## src/rtl/reg_seq_pkg.sv

```systemverilog
// Shared types for the MOV8 register-move sequencer: register ids, sequencer states
// and the register count.
package reg_seq_pkg;

    localparam int unsigned NUM_REGS = 8;

    typedef enum logic [2:0] {
        RegA  = 3'd0,
        RegB  = 3'd1,
        RegC  = 3'd2,
        RegD  = 3'd3,
        RegM1 = 3'd4,
        RegM2 = 3'd5,
        RegX  = 3'd6,
        RegY  = 3'd7
    } reg_id_t;

    typedef enum logic [2:0] {
        StIdle,
        StSel,
        StLoad,
        StHold,
        StDone
    } seq_state_t;

endpackage

```

## src/rtl/reg_id_decode.sv

```systemverilog
// Register id to one-hot strobe decoder; bit index equals the register id.
module reg_id_decode
    import reg_seq_pkg::*;
(
    input  reg_id_t               id_i,
    output logic [NUM_REGS-1:0]   onehot_o
);

    always_comb begin
        onehot_o       = '0;
        onehot_o[id_i] = 1'b1;
    end

endmodule

```

## src/rtl/reg_move_sequencer.sv

```systemverilog
// Break-before-make sequencer for 8-bit register-to-register moves (select, load, hold, done).
// Optional clear moves are enabled by defining REG_MOVE_SEQUENCER_CLEAR_EN.
module reg_move_sequencer
    import reg_seq_pkg::*;
#(
    parameter int unsigned SETTLE_CYCLES = 2,
    parameter int unsigned LOAD_CYCLES   = 2
) (
    input  logic                clk,
    input  logic                rst,
    input  logic                req_valid,
    output logic                req_ready,
    input  logic [2:0]          req_src,
    input  logic [2:0]          req_dst,
    input  logic                req_clr,
    output logic [NUM_REGS-1:0] sel,
    output logic [NUM_REGS-1:0] ld,
    output logic                busy,
    output logic                done
);

    localparam int unsigned MaxCycles =
        (SETTLE_CYCLES > LOAD_CYCLES) ? SETTLE_CYCLES : LOAD_CYCLES;
    localparam int unsigned CntW = (MaxCycles > 1) ? $clog2(MaxCycles) : 1;

    seq_state_t          state_q, state_d;
    logic [CntW-1:0]     cnt_q, cnt_d;
    reg_id_t             src_q, src_d, dst_q, dst_d;
    logic [NUM_REGS-1:0] sel_q, sel_d, ld_q, ld_d, sel_dec, ld_dec;
    logic                busy_q, busy_d, done_q, done_d, ready_q, ready_d;
    logic                accept, clr_in, clr_q, clr_d;

    assign accept = req_valid && ready_q;

`ifdef REG_MOVE_SEQUENCER_CLEAR_EN
    assign clr_in = req_clr;

    always_comb begin
        clr_d = clr_q;
        if (accept) clr_d = req_clr;
    end

    always_ff @(posedge clk or posedge rst) begin
        if (rst) clr_q <= 1'b0;
        else     clr_q <= clr_d;
    end
`else
    logic unused_clr;
    assign unused_clr = req_clr;
    assign clr_in     = 1'b0;
    assign clr_q      = 1'b0;
    assign clr_d      = 1'b0;
`endif

    always_comb begin
        state_d = state_q;
        cnt_d   = cnt_q + 1'b1;
        src_d   = src_q;
        dst_d   = dst_q;
        case (state_q)
            StIdle: begin
                cnt_d = '0;
                if (accept) begin
                    src_d = reg_id_t'(req_src);
                    dst_d = reg_id_t'(req_dst);
                    if (clr_in)                   state_d = StLoad;
                    else if (req_src == req_dst) state_d = StDone;
                    else                          state_d = StSel;
                end
            end
            StSel: begin
                if (cnt_q == CntW'(SETTLE_CYCLES - 1)) begin
                    state_d = StLoad;
                    cnt_d   = '0;
                end
            end
            StLoad: begin
                if (cnt_q == CntW'(LOAD_CYCLES - 1)) begin
                    // A clear never drove the bus, so there is no select to release.
                    state_d = clr_q ? StDone : StHold;
                    cnt_d   = '0;
                end
            end
            StHold: begin
                state_d = StDone;
                cnt_d   = '0;
            end
            StDone: begin
                state_d = StIdle;
                cnt_d   = '0;
            end
            default: begin
                state_d = StIdle;
                cnt_d   = '0;
            end
        endcase
    end

    reg_id_decode u_sel_decode (
        .id_i     (src_d),
        .onehot_o (sel_dec)
    );

    reg_id_decode u_ld_decode (
        .id_i     (dst_d),
        .onehot_o (ld_dec)
    );

    // Outputs are registered from the next state so they line up with the state register.
    always_comb begin
        sel_d   = '0;
        ld_d    = '0;
        if (!clr_d && (state_d inside {StSel, StLoad, StHold})) sel_d = sel_dec;
        if (state_d == StLoad) ld_d = ld_dec;
        busy_d  = (state_d != StIdle);
        done_d  = (state_d == StDone);
        ready_d = (state_d == StIdle);
    end

    always_ff @(posedge clk or posedge rst) begin
        if (rst) begin
            state_q <= StIdle;
            cnt_q   <= '0;
            src_q   <= RegA;
            dst_q   <= RegA;
            sel_q   <= '0;
            ld_q    <= '0;
            busy_q  <= 1'b0;
            done_q  <= 1'b0;
            ready_q <= 1'b1;
        end else begin
            state_q <= state_d;
            cnt_q   <= cnt_d;
            src_q   <= src_d;
            dst_q   <= dst_d;
            sel_q   <= sel_d;
            ld_q    <= ld_d;
            busy_q  <= busy_d;
            done_q  <= done_d;
            ready_q <= ready_d;
        end
    end

    assign sel       = sel_q;
    assign ld        = ld_q;
    assign busy      = busy_q;
    assign done      = done_q;
    assign req_ready = ready_q;

endmodule

```

## config.mk

```make
export PLATFORM = sky130hd
export DESIGN_NAME = reg_move_sequencer
export DESIGN_NICKNAME = d
export VERILOG_FILES = /design/src/rtl/reg_seq_pkg.sv /design/src/rtl/reg_id_decode.sv /design/src/rtl/reg_move_sequencer.sv
export SDC_FILE = /design/constraint.sdc
export NUM_CORES = 1
export LEC_CHECK = 0
export CAP_MARGIN = 25
export CORE_ASPECT_RATIO = 0.7
export CORE_MARGIN = 2
export CORE_UTILIZATION = 47
export CTS_CLUSTER_DIAMETER = 50
export DETAILED_ROUTE_END_ITERATION = 6
export GPL_TIMING_DRIVEN = 0
export PLACE_DENSITY_LB_ADDON = 0.1
export SYNTH_ARGS = -nofsm -noshare
export SYNTH_HDL_FRONTEND = slang
export SYNTH_SLANG_ARGS = --single-unit
```

## constraint.sdc

```tcl
create_clock -name clk -period 1.6 [get_ports clk]
set_input_delay 0.32 -clock clk [delete_from_list [all_inputs] [get_ports clk]]
set_output_delay 0.32 -clock clk [all_outputs]
set_load 0.01 [all_outputs]
```

==> results of run 1 <==
## synthesized netlist by cell type
master and number:
inv_2 4, and3_1 4, nand4bb_1 1, and4bb_2 1, dfstp_2 1, dfrtp_1 28
nor3_1 13, xnor2_1 3, nand3_1 4, inv_1 3, or3b_1 1, nand2_4 1
a2bb2oi_1 1, a21o_1 1, a21oi_1 4, o21ai_0 2, nor2b_1 1, nand3b_1 1
nand2_1 7, o22ai_1 2, mux2i_1 1, a22o_1 1, nor2_1 3, a32oi_1 1
nand2b_1 2, mux2i_4 2, clkbuf_1 1, and2_1 2
## where the power goes
part           leakage, nW  internal [mW]  switching (mW)
sequential           0.381          0.966           0.140
combinational        0.317          0.599           0.608
clock               0.0265          0.175           0.229
total                0.724           1.74           0.977
## how the worst max path moves through the flow
| stage | slack [ns] | cells past startpoint | end |
|---|---|---|---|
| after floorplan | 0.14 | 5 | sel[4] |
| after global placement | -0.25 | 6 | sel[0] |
| after detailed placement | -0.24 | 6 | sel[5] |
| after CTS | 0.02 | 5 | sel[0] |
| after global routing | -0.07 | 5 | sel[3] |
| final | 0.02 | 5 | sel[0] |
## critical path, stage by stage, from the launching register on
cell,delay [ns]
dfstp_2,0.56
and4bb_2,0.29
nand2_4,0.11
mux2i_4,0.26
inv_2,0.11
nor3_2,0.17
## layout make-up
class | count | area [um2] | area share, %
sequential | 29 | 729 | 44.5
timing repair buffer | 34 | 342 | 20.9
clock buffer | 8 | 48.8 | 2.98
buffer | 1 | 3.75 | 0.229
tap | 32 | 40.0 | 2.44
inverter | 7 | 26.3 | 1.60
multi-input combinational | 59 | 448 | 27.3
## cells in the final DEF, fill, tap and decap left out, types with 4 or more instances in the layout
cell type	count
clkbuf_1	4
inv_2	4
nor3_2	4
and3_1	4
dfrtp_1	26
nand2_1	7
nor3_1	9
buf_4	6
clkbuf_4	5
clkdlybuf4s50_1	26
## cells by family (layout without fill, tap and decap cells)
group / Yosys count / in the layout / synth area share, %
and+or+nand+nor: 41 / 41 / 20.1
muxes: 3 / 3 / 4.81
xor gates and xnor gates: 3 / 3 / 2.30
buffers and inverters: 8 / 50 / 2.62
DFF: 29 / 29 / 63.5
AOI/OAI and AO/OA: 12 / 12 / 6.67
## per-layer routing
layer  track usage (%)  up-vias  wire length, um
li1                  -      420                -
met4              8.89        0               40
met5                 0        -                0
met1              22.4      420             1040
met3              6.73        7              133
met2              24.0       35             1000
## registers in the layout (all words and copies together), names as in the netlist
name,count
req_ready,1
cnt_q,1
busy,1
done,1
sel,8
dst_q,3
state_q,3
ld,8
src_q,3
## repair_timing
item	CTS	global route
setup endpoints to repair	7	15
resized for setup	3	14
buffers inserted	0	6
pin swaps	0	7
endpoints found under the hold margin	0	0
hold buffers	0	0
==> flow_metrics.env, run 1 <==
export IMPL_numCtsBuffers=5
export IMPL_cts_tree="built"
export IMPL_whs_ns=0.326
export IMPL_ff2ff_setup_slack_ns=0.02
export IMPL_placed_cells=156
export IMPL_slew_limit_headroom_pct=66.7
export IMPL_crit_fanout=7
export IMPL_path_clk_slew_ns=0.09
export IMPL_place_ws_ns=-0.243
export IMPL_root_buffer="clkbuf_4"
export IMPL_fin_crit_ns=1.58
export IMPL_syn_area_per_cell_um2=11.9
export IMPL_area_growth_pct=43.1
export IMPL_rr_worst_depth=5
export IMPL_reg2reg_from="req_ready"
export IMPL_drv_cap=0
export IMPL_cp_start_kind="register"
export IMPL_fillers=152
export IMPL_first_pass_iters=4
export IMPL_status="finished clean"
export IMPL_start_util_pct=51.5
export IMPL_wirelength_um=2210
export IMPL_overflow=0
export IMPL_core_um2=2220
export IMPL_final_cells=170
export IMPL_worst_r2r_endpoint="sel[0]"
export IMPL_antenna_left=0
export IMPL_slew_viol_final=0
export IMPL_viasPerCell=5.19
export IMPL_die_x_um=63.0
export IMPL_synth_top_cell_area_share_pct=61.2
export IMPL_clk_latency_ns=0.31
export IMPL_finalClockSkew_ns=0.00450
export IMPL_drive_above_1_share_pct=26.1
export IMPL_worstMarginPinSlew_ns=0.499
export IMPL_power_mw=2.72
export IMPL_worstPathRequired_ns=1.84
export IMPL_antenna_found_initial=0
export IMPL_clock_path_buffers=2
export IMPL_fin_util_pct=73.6
export IMPL_grt_pass1_vias=793
export IMPL_diodes=0
export IMPL_netlist_area_um2=1140
export IMPL_htree_levels=2
export IMPL_die_h_um=45.3
export IMPL_crit_start="req_ready"
export IMPL_synth_seq_cells=29
export IMPL_endpoint_kind="register"
export IMPL_route_vias_total=882
export IMPL_gp_congestion=0.845
export IMPL_rsz0062_at_grt="true"
export IMPL_worstPathArrival_ns=1.81
export IMPL_yosys_top_cells_area="dfrtp_1, nor3_1, mux2i_4"
export IMPL_wl_per_cell_um=13.0
export IMPL_leakage_nw=0.724
export IMPL_hp_class="primary input to asynchronous set/reset pin"
export IMPL_io_pins=29
export IMPL_clock_sinks=29
export IMPL_ir_drop_mv=1.11
export IMPL_port_buffers=27
export IMPL_clock_fmax_mhz=635
export IMPL_yosysUniqueCellTypes=28
export IMPL_crit_type="register to register"
export IMPL_grt_util_all_layers_pct=16.8
export IMPL_syn_inst=96
export IMPL_grt_start_max_net_pins=19
export IMPL_dr_first_iter_drc_count=59
export IMPL_yosysTopAreaCell="dfrtp_1"
export IMPL_rows=14
export IMPL_postPlaceCellArea_um2=1480
export IMPL_setup_ws_ns=0.0249
export IMPL_setup_tns_ns=0
export IMPL_power_density_nw_per_um2=1660
export IMPL_hold_violations=0
export IMPL_post_dp_hpwl_um=1550
export IMPL_synth_nets=106
export IMPL_drc=0
export IMPL_ys_warn_count=0
export IMPL_grt_pass1_wl_um=3510
export IMPL_dieArea_um2=2850
export IMPL_nets=147
export IMPL_seq_area_frac_synth_pct=63.5
export IMPL_period_share_pct=98.4
export IMPL_setup_viol_count_final=0
export IMPL_finish_instance_area_um2=1640
Note: power is estimated with default switching activity, not from simulation.
==> run 2: changes to the inputs <==
ABC_CLOCK_PERIOD_IN_PS = 1700   (was unset)
CTS_CLUSTER_DIAMETER = 100   (was 50)
clock period = 1.7 ns   (was 1.6 ns; I/O delays follow)
==> run 2 against run 1 <==
Against the previous run:
- sequential share of layout area grew 2.4 points
- critical path depth is the same
- combinational power shrank 20%
- first-iteration DRC count shrank 19%
- power shrank 12%
- register-to-register slack gained 0.08 ns
- global-route usage shrank 0.057 points
- sequential power shrank 7%
- setup slack gained 0.085 ns
- die area is the same
- clock-buffer cell count is the same
- critical path type unchanged
- largest cell class unchanged
==> flow_metrics.env, run 2 (synthesis results as in run 1) <==
export IMPL_status="finished clean"
export IMPL_overflow=0
export IMPL_numCtsBuffers=5
export IMPL_rows=14
export IMPL_reg2reg_from="req_ready"
export IMPL_path_clk_slew_ns=0.08
export IMPL_clock_sinks=29
export IMPL_leakage_nw=0.692
export IMPL_drc=0
export IMPL_clk_latency_ns=0.32
export IMPL_slew_viol_final=0
export IMPL_cp_slowest_cell="dfstp_2"
export IMPL_grt_pass1_wl_um=3500
export IMPL_start_util_pct=51.5
export IMPL_cts_tree="built"
export IMPL_antenna_left=0
export IMPL_worstPathRequired_ns=1.93
export IMPL_htree_levels=2
export IMPL_worstPathArrival_ns=1.82
export IMPL_area_growth_pct=35.7
export IMPL_finalClockSkew_ns=0.00292
export IMPL_wl_per_cell_um=12.9
export IMPL_worstMarginPinSlew_ns=0.500
export IMPL_wirelength_um=2130
export IMPL_hold_violations=0
export IMPL_diodes=0
export IMPL_setup_viol_count_final=0
export IMPL_layout_common_cells="dfrtp_1, clkdlybuf4s50_1, nor3_1"
export IMPL_max_stage_delay_ns=0.55
export IMPL_final_cells=165
export IMPL_grt_pass1_vias=796
export IMPL_endpoint_kind="register"
export IMPL_setup_tns_ns=0
export IMPL_slew_limit_headroom_pct=66.6
export IMPL_ir_drop_mv=0.965
export IMPL_io_pins=29
export IMPL_dieArea_um2=2850
export IMPL_drive_above_1_share_pct=16.5
export IMPL_worstPathBufferInverterCount=1
export IMPL_finish_instance_area_um2=1550
export IMPL_crit_fanout=7
export IMPL_port_buffers=27
export IMPL_grt_start_max_net_pins=19
export IMPL_cp_cell_sequence="and4bb_2 > nand2_4 > mux2i_4 > inv_2 > nor3_1"
export IMPL_hp_class="primary input to asynchronous set/reset pin"
export IMPL_post_dp_hpwl_um=1550
export IMPL_nets=142
export IMPL_grt_util_all_layers_pct=16.7
export IMPL_first_pass_iters=4
export IMPL_power_density_nw_per_um2=1540
export IMPL_core_um2=2220
export IMPL_gp_congestion=0.845
export IMPL_root_buffer="clkbuf_4"
export IMPL_die_x_um=63.0
export IMPL_drv_cap=0
export IMPL_clock_path_buffers=2
export IMPL_power_mw=2.39
export IMPL_fin_crit_ns=1.59
export IMPL_period_share_pct=93.5
export IMPL_hold_buffers=0
export IMPL_route_vias_total=846
export IMPL_viasPerCell=5.13
export IMPL_crit_family="simple AND/OR/NAND/NOR gates"
export IMPL_clock_fmax_mhz=629
export IMPL_cp_start_kind="register"
export IMPL_antenna_found_initial=0
export IMPL_crit_start="req_ready"
export IMPL_crit_type="register to register"
export IMPL_postPlaceCellArea_um2=1480
export IMPL_die_h_um=45.3
export IMPL_placed_cells=156
export IMPL_dr_first_iter_drc_count=48
run 2: final cells by class:
type / instances / area, um2
buffer: 1 / 3.75
clock buffer: 8 / 48.8
fill: 168 / 671
inverter: 7 / 26.3
multi-input combinational: 59 / 402
sequential: 29 / 729
tap: 32 / 40.0
timing repair buffer: 29 / 304
run 2: power by group:
group | switching, mW | internal [mW]
sequential | 0.124 | 0.909
clock | 0.217 | 0.164
combinational | 0.507 | 0.467
run 2: path summary, 6_finish.rpt:
kind                       slack, ns          to  cells after the start
setup / recovery                0.11      sel[5]                      5
setup reg to reg                0.11      sel[5]                      5
hold reg to reg                 0.51       cnt_q                      1
hold / removal                  0.34       ld[7]                      2
min in group clk                0.51       cnt_q                      1
max in group asynchronous       0.89  state_q[1]                      3
run 2: metrics by stage:
stage | hold slack, ns | util, % | setup slack (ns)
final | 0.341 | 69.9 | 0.110
after global routing | 0.391 | 69.9 | -0.000453
after CTS | 0.352 | 68.8 | 0.0854
after detailed placement | 0.495 | 66.6 | -0.163
after global placement | 0.482 | 65.4 | -0.170
after floorplan | 0.417 | - | 0.239
run 2: per-layer routing:
metal / global-route usage [%] / vias up / wire (um)
met5: 0 / - / 0
met4: 8.89 / 0 / 48
met3: 6.73 / 8 / 115
met2: 24.0 / 26 / 930
met1: 22.2 / 404 / 1040
li1: - / 408 / -
run 2: timing repair:
item                       CTS  global route
buffers inserted             0             1
gates resized for setup      1             6
setup endpoints to repair    1            10
pin swaps                    0             1
==> run 3: changes to the inputs <==
CORE_UTILIZATION = 40   (was 47)
CTS_BUF_LIST = sky130_fd_sc_hd__clkbuf_2 sky130_fd_sc_hd__clkbuf_4 sky130_fd_sc_hd__clkbuf_8   (was unset)
GPL_TIMING_DRIVEN = 1   (was 0)
==> run 3 against run 2 <==
Against the previous run:
- worst hold slack lost 0.047 ns
- critical path depth is 1 higher
- fmax is 3.3% lower
- largest cell class unchanged
==> flow_metrics.env, run 3 (synthesis results as in run 1) <==
export IMPL_leakage_nw=0.783
export IMPL_ir_drop_mv=0.871
export IMPL_overflow=0
export IMPL_slew_viol_final=0
export IMPL_rows=16
export IMPL_start_util_pct=41.4
export IMPL_layout_commonest_cell="dfrtp_1"
export IMPL_antenna_left=0
export IMPL_diodes=0
export IMPL_layout_common_cells="dfrtp_1, clkdlybuf4s50_1, buf_4"
export IMPL_clkPwrFrac_pct=25.8
export IMPL_wl_per_cell_um=12.9
export IMPL_numCtsBuffers=5
export IMPL_crit_start="req_valid"
export IMPL_crit_type="primary input to register"
export IMPL_ff_latch_area_um2=727
export IMPL_worstPathRequired_ns=1.88
export IMPL_grt_pass1_wl_um=3950
export IMPL_viasPerCell=4.79
export IMPL_antenna_found_initial=0
export IMPL_wirelength_um=2300
export IMPL_final_cells=179
export IMPL_cts_tree="built"
export IMPL_cp_start_kind="primary input"
export IMPL_worstMarginPinSlew_ns=0.379
export IMPL_dr_first_iter_drc_count=46
export IMPL_power_density_nw_per_um2=1690
export IMPL_core_um2=2760
export IMPL_root_buffer="clkbuf_8"
export IMPL_io_pins=29
export IMPL_setup_tns_ns=0
export IMPL_clk_latency_ns=0.27
export IMPL_gp_congestion=0.842
export IMPL_grt_pass1_vias=898
export IMPL_grt_start_max_net_pins=13
export IMPL_period_share_pct=96.8
export IMPL_crit_fanout=3
export IMPL_hp_class="primary input to asynchronous set/reset pin"
export IMPL_postPlaceCellArea_um2=1540
export IMPL_nets=152
export IMPL_post_dp_hpwl_um=1680
export IMPL_setup_viol_count_final=0
export IMPL_htree_levels=2
export IMPL_slew_limit_headroom_pct=74.7
export IMPL_die_x_um=67.9
export IMPL_area_growth_pct=48.3
export IMPL_first_pass_iters=4
export IMPL_ff2ff_setup_slack_ns=0.09
export IMPL_grt_util_all_layers_pct=16.4
export IMPL_rsz0062_at_grt="true"
export IMPL_p_sw_share_pct=31.6
export IMPL_fin_crit_ns=1.65
export IMPL_die_h_um=48.8
export IMPL_dieArea_um2=3310
export IMPL_worstPathArrival_ns=1.82
export IMPL_comb_power_share_pct=37.6
export IMPL_hold_buffers=0
export IMPL_drc=0
export IMPL_endpoint_kind="register"
export IMPL_clock_path_buffers=2
export IMPL_worst_r2r_endpoint="sel[6]"
export IMPL_placed_cells=169
export IMPL_power_mw=2.86
export IMPL_hold_violations=0
export IMPL_internal_power_mw=1.96
export IMPL_multi_input_area_um2=409
export IMPL_fillers=224
export IMPL_clock_sinks=29
export IMPL_port_buffers=27
export IMPL_reg2reg_from="req_ready"
export IMPL_path_clk_slew_ns=0.06
export IMPL_rr_worst_depth=5
export IMPL_clock_fmax_mhz=608
export IMPL_drv_cap=0
export IMPL_finish_instance_area_um2=1700
export IMPL_pwr_share_seq_pct=36.6
export IMPL_finalClockSkew_ns=0.00348
export IMPL_p_sw_mw=0.906
export IMPL_status="finished clean"
export IMPL_route_vias_total=858
export IMPL_drive_above_1_share_pct=22.4
-- run 3: cell type report --
type                       instances  area share, %
multi-input combinational         59           24.1
timing repair buffer              40           21.8
tap                               36           2.65
clock buffer                       7           5.31
sequential                        29           42.8
inverter                           7           1.55
clock inverter                     1           1.77
-- run 3: power by group through the flow --
stage / registers [mW] / logic, mW / clock network [mW]
final: 1.05 / 1.08 / 0.738
after global routing: 1.08 / 1.18 / 0.787
after CTS: 1.04 / 1.01 / 0.752
after detailed placement: 1.05 / 1.00 / 0
after global placement: 1.04 / 0.994 / 0
after floorplan: 1.07 / 0.547 / 0
-- run 3: worst max path at each step --
stage,endpoint,slack [ns],cells past startpoint
after CTS,req_ready,0.004,1
after floorplan,sel[4],0.24,5
after global placement,ld[5],-0.14,6
final,sel[6],0.05,6
after global routing,sel[6],-0.02,6
after detailed placement,ld[5],-0.19,6
-- run 3: worst max-delay path, cell delays in order --
cell             delay, ns
clkdlybuf4s50_1       0.53
and4bb_2              0.31
nand2_4               0.10
mux2i_4               0.21
buf_4                 0.14
nor3_1                0.20
-- run 3: what timing repair did --
action	4_1_cts	5_1_grt
gates resized for setup	0	4
setup buffers	0	2
hold endpoints to repair	0	0
endpoints found under the setup margin	0	11
-- run 3: metal layers --
layer  GRT usage, %  vias up  share of wire [%]
li1               -      426                  -
met1           21.2      405                 46
met2           24.6       22                 47
met3           6.28        5                5.7
met4           6.67        0                1.3
met5              0        -                  0
-- run 3: stage by stage --
step	setup slack, ns	utilization, %	hold slack (ns)
finish	0.0550	61.5	0.294
global route	-0.0169	61.5	0.309
CTS	0.00372	60.1	0.303
detailed placement	-0.193	55.7	0.493
global placement	-0.136	55.7	0.479
floorplan	0.239	-	0.417
